===== src/rtl/hsv_pkg.sv =====
// Shared constants for the HSV->RGB pipeline: latency, hue sectors, pixel field positions.
package hsv_pkg;

    localparam int HSV2RGB_LATENCY = 3;

    localparam logic [2:0] SEC_0 = 3'd0;
    localparam logic [2:0] SEC_1 = 3'd1;
    localparam logic [2:0] SEC_2 = 3'd2;
    localparam logic [2:0] SEC_3 = 3'd3;
    localparam logic [2:0] SEC_4 = 3'd4;
    localparam logic [2:0] SEC_5 = 3'd5;

    // LSB of each 8-bit channel within a 24-bit pixel word
    localparam int H_LSB = 16;
    localparam int S_LSB = 8;
    localparam int V_LSB = 0;
    localparam int R_LSB = 16;
    localparam int G_LSB = 8;
    localparam int B_LSB = 0;

endpackage


===== src/rtl/hsv_scale8.sv =====
// Combinational 8x8 unsigned scale: (a*b)>>8, with +128 rounding when HSV2RGB_ROUND_EN is defined.
module hsv_scale8 (
    input  logic [7:0] a,
    input  logic [7:0] b,
    output logic [7:0] y
);

    logic [15:0] prod;

    always_comb begin
`ifdef HSV2RGB_ROUND_EN
        // 255*255+128 still fits in 16 bits, so no carry out is lost
        prod = ({8'd0, a} * {8'd0, b}) + 16'd128;
`else
        prod = {8'd0, a} * {8'd0, b};
`endif
        y = 8'(prod >> 8);
    end

endmodule


===== src/rtl/hsv2rgb_pipe.sv =====
// Three-stage HSV->RGB converter with delay-matched valid/sync/blank side channel.
// Build option: HSV2RGB_ROUND_EN selects rounded instead of truncated products.
module hsv2rgb_pipe
    import hsv_pkg::*;
(
    input  logic        clk,
    input  logic        rst,
    input  logic [23:0] hsv_in,
    input  logic        in_valid,
    input  logic        hsync_in,
    input  logic        vsync_in,
    input  logic        blank_in,
    output logic [23:0] rgb_out,
    output logic        out_valid,
    output logic        hsync_out,
    output logic        vsync_out,
    output logic        blank_out
);

    logic [7:0]  h_in, s_in, v_in;
    logic [10:0] h6;
    logic [7:0]  f;
    logic [7:0]  sf_nx, sg_nx;

    logic [7:0]  s1_v, s1_s, s1_sx, s1_sf, s1_sg;
    logic [2:0]  s1_sector;

    logic [7:0]  p_nx, q_nx, t_nx;
    logic [7:0]  s2_v, s2_p, s2_q, s2_t;
    logic [2:0]  s2_sector;
    logic        s2_grey;

    logic [7:0]  r_nx, g_nx, b_nx;

    logic [HSV2RGB_LATENCY-1:0][3:0] side_sr;

    assign h_in = hsv_in[H_LSB +: 8];
    assign s_in = hsv_in[S_LSB +: 8];
    assign v_in = hsv_in[V_LSB +: 8];

    // H in 0..255 maps onto six sectors of 256 fractional steps each
    assign h6 = {3'd0, h_in} * 11'd6;
    assign f  = h6[7:0];

    hsv_scale8 u_sf (.a(s_in), .b(f),  .y(sf_nx));
    hsv_scale8 u_sg (.a(s_in), .b(~f), .y(sg_nx));

    hsv_scale8 u_p (.a(s1_v), .b(s1_sx),  .y(p_nx));
    hsv_scale8 u_q (.a(s1_v), .b(~s1_sf), .y(q_nx));
    hsv_scale8 u_t (.a(s1_v), .b(~s1_sg), .y(t_nx));

    always_comb begin
        r_nx = s2_v;
        g_nx = s2_p;
        b_nx = s2_q;
        case (s2_sector)
            SEC_0: begin r_nx = s2_v; g_nx = s2_t; b_nx = s2_p; end
            SEC_1: begin r_nx = s2_q; g_nx = s2_v; b_nx = s2_p; end
            SEC_2: begin r_nx = s2_p; g_nx = s2_v; b_nx = s2_t; end
            SEC_3: begin r_nx = s2_p; g_nx = s2_q; b_nx = s2_v; end
            SEC_4: begin r_nx = s2_t; g_nx = s2_p; b_nx = s2_v; end
            SEC_5: begin r_nx = s2_v; g_nx = s2_p; b_nx = s2_q; end
            default: begin r_nx = s2_v; g_nx = s2_p; b_nx = s2_q; end
        endcase
        // zero saturation must give exact grey regardless of product truncation
        if (s2_grey) begin
            r_nx = s2_v;
            g_nx = s2_v;
            b_nx = s2_v;
        end
    end

    always_ff @(posedge clk or posedge rst) begin
        if (rst) begin
            s1_v      <= '0;
            s1_s      <= '0;
            s1_sx     <= '0;
            s1_sf     <= '0;
            s1_sg     <= '0;
            s1_sector <= '0;
            s2_v      <= '0;
            s2_p      <= '0;
            s2_q      <= '0;
            s2_t      <= '0;
            s2_sector <= '0;
            s2_grey   <= 1'b0;
            rgb_out   <= '0;
            side_sr   <= '0;
        end else begin
            s1_v      <= v_in;
            s1_s      <= s_in;
            s1_sx     <= ~s_in;
            s1_sf     <= sf_nx;
            s1_sg     <= sg_nx;
            s1_sector <= h6[10:8];
            s2_v      <= s1_v;
            s2_p      <= p_nx;
            s2_q      <= q_nx;
            s2_t      <= t_nx;
            s2_sector <= s1_sector;
            s2_grey   <= (s1_s == 8'd0);
            rgb_out[R_LSB +: 8] <= r_nx;
            rgb_out[G_LSB +: 8] <= g_nx;
            rgb_out[B_LSB +: 8] <= b_nx;
            side_sr   <= {side_sr[HSV2RGB_LATENCY-2:0], {in_valid, hsync_in, vsync_in, blank_in}};
        end
    end

    assign {out_valid, hsync_out, vsync_out, blank_out} = side_sr[HSV2RGB_LATENCY-1];

endmodule


===== config.mk =====
export PLATFORM = sky130hd
export DESIGN_NAME = hsv2rgb_pipe
export DESIGN_NICKNAME = d
export VERILOG_FILES = /design/src/rtl/hsv_pkg.sv /design/src/rtl/hsv_scale8.sv /design/src/rtl/hsv2rgb_pipe.sv
export SDC_FILE = /design/constraint.sdc
export NUM_CORES = 1
export LEC_CHECK = 0
export CORE_MARGIN = 10
export CORE_UTILIZATION = 40
export DETAILED_ROUTE_END_ITERATION = 10
export GPL_TIMING_DRIVEN = 1
export SLEW_MARGIN = 20
export SYNTH_ARGS = -nofsm -noshare
export SYNTH_HDL_FRONTEND = slang
export SYNTH_SLANG_ARGS = --single-unit

===== constraint.sdc =====
create_clock -name clk -period 8.1 [get_ports clk]
set_clock_uncertainty 0.2 [all_clocks]
set_input_delay 1.215 -clock clk [delete_from_list [all_inputs] [get_ports clk]]
set_output_delay 1.215 -clock clk [all_outputs]
set_load 0.02 [all_outputs]

==> results.toml <==
[detailed_routing]
viasPerCell = 4.89
wl_per_cell_um = 15.5
routed_wl_um = 29000
drc = 0
vias = 9129
drt.antenna.violating_nets = 0
drt_iter0_drc = 341
first_pass_iters = 7

[critical_path]
startpoint = "hsv_in[17]"
r2r-end = "s2_t[7]"
reg2reg_from = "s1_v[2]"
arrival_ns = 6.86
cp-end-kind = "register"
r2r_cells = 15
cp-start-kind = "input pin"
worstPathRequired_ns = 8.24
reg2reg_slack_ns = 2.53
critPathCapture = "s1_sf[5]"
path_max_fanout = 16
path_class = "in -> reg"

[status]
status = "finished, final reports clean"

[hold_path]
min-delay-start = "side_sr[5]"
hp-class = "reg -> reg"

[clock_network]
clock-sinks = 115
clock_latency_ns = 0.41
cts-root-buf = "clkbuf_16"
clk_pin_slew_ns = 0.06
cts_buffers = 17
tritoncts = "done"
htreeDepth = 4
cts_hold_buf = 0
post_cts_buffers = 0
postCtsResizedCells = 0
clockBufferDepth = 2

[synthesis]
synth_top_flop_cell = "dfrtp_1"
synth.most_common_cell = "inv_1"
seq_area_frac_synth_pct = 21.6
synth_fp_nets = 1735
yosysTopAreaCellShare_pct = 25.4
synth_edf_count = 0
yosysWarnings = 0
synthTopCellsByArea = "fa_1, dfrtp_1, ha_1"
synthCells = 1364
synth_seq_cells = 115
synth_common_cells = "inv_1, ha_1, fa_1"
synthArstFlopShare_pct = 100
postSynthAreaPerCell_um2 = 9.78
syn_area_um2 = 13300
yosysTopAreaCell = "fa_1"
synth_cell_types = 56

[place]
portBuffers = 57
gp_congestion = 0.811
dp_hpwl_um = 22700
dp.cells = 1836

[floorplanning]
core_area_um2 = 32700
initial_core_util_pct = 40.8
dieHeight_um = 203
placementRows = 66
die_w_um = 203
io_pins = 58
die_area_um2 = 41100

[sta]
relSlewSlack_pct = 46.6
fin_tns_setup_ns = 0
finalCritPeriodShare_pct = 82.9
fmax_mhz = 149
setup_viol = 0
tightest_slew_ns = 0.798
rsz0062_at_grt = "false"
worst_hold_slack_ns = 0.145
period_minus_slack_ns = 6.72
final_max_slew_viol_count = 0
finalHoldViolCount = 0

[layout]
n_fill_cell = 3141
area_growth_syn_to_layout_pct = 13.1
fin_cells = 1868
n_antenna_cell = 0
seq_area_um2 = 2880
drive_gt1_share_pct = 4.00
multi_input_area_um2 = 9380
nets = 1784

[grt]
first_global_vias = 9819
grt_max_degree = 68
grt_overflow = 0
grtUsageTotal_pct = 14.7
grt_pass1_wl_um = 49400
antenna_found_initial = 0

[run]
cap_violations = 0
## how the worst min path moves through the flow
stage                      end  slack [ns]  cells after the start
finish               vsync_out        0.15                      0
global route         blank_out        0.15                      0
CTS                  blank_out        0.15                      0
detailed placement   blank_out        0.14                      0
global placement    side_sr[5]        0.13                      0
floorplan            blank_out        0.13                      0
## worst max-delay path: stages
cell and delay, ns:
clkdlybuf4s50_1 0.50, ha_1 0.17, inv_1 0.05, fa_1 0.42
inv_1 0.09, a21oi_1 0.06, o21bai_1 0.20, xor2_1 0.17
buf_4 0.23, nand2_1 0.11, fa_1 0.50, fa_1 0.49
inv_1 0.05, fa_1 0.47, inv_1 0.05, fa_1 0.47
inv_1 0.04, ha_1 0.30, a21o_1 0.19, a211o_1 0.30
a21oi_1 0.22, nor2_1 0.10, a311oi_1 0.33, xnor2_1 0.15
## stage by stage
step	worst slack, ns	util [%]	instance area, µm²
floorplan	1.57	-	13300
global placement	1.03	44.1	14400
detailed placement	0.985	44.1	14400
CTS	1.40	46.1	15100
global route	1.03	46.1	15100
finish	1.38	46.1	15100
## logic make-up after synthesis
logic type	count (synthesis)	synth area share [%]
AND/OR/NAND/NOR	405	16.3
adder cells (fa/ha/maj)	341	41.5
buffers and inverters	288	8.12
AO/OA/AOI/OAI	133	6.80
flip-flops	115	21.6
XOR/XNOR	44	2.89
multiplexers	38	2.85
## layout by cell type, fill, tap and decap left out, drive strengths merged, types with 8 or more instances in the layout
cell           Yosys  routed
xnor2             29      29
a21o              16      16
a22oi              8       8
nor2b             70      70
fa               169     169
xor2              15      15
mux2i             38      38
clkdlybuf4s50      0      57
and2              71      71
dfrtp            115     115
nor2              73      73
a221oi            10      10
clkbuf            40      20
ha               172     172
buf                5      18
inv              243     244
nor3              18      18
nand2b            74      74
o21ai             26      26
nand2             72      72
a21oi             26      26
o22ai              9       9
## registers in the layout, summed over array words and instances (netlist names)
register   count
s1_s           8
s1_sg          8
s1_v           8
side_sr        8
s2_p           8
s1_sx          8
vsync_out      1
s2_sector      3
s2_t           8
s2_grey        1
s1_sf          8
out_valid      1
s2_q           8
blank_out      1
hsync_out      1
s1_sector      3
s2_v           8
rgb_out       24
## area by class of cell
cell class,instances,share of cell area [%]
well taps,442,3.67
repair buffers,75,4.68
clock buffers,20,3.03
inverters,243,6.06
flip-flops and latches,115,19.1
clock inverters,12,1.34
multi-input cells,961,62.2
## metal layers
layer	share of wire (%)	track usage, %
met1	46	18.6
met2	50	25.8
met3	3.0	2.40
met4	0.64	2.88
met5	0	0
Power is left out: the tool's default activity adds up to more than one toggle a clock period on the data nets, which glitch-free logic cannot reach.
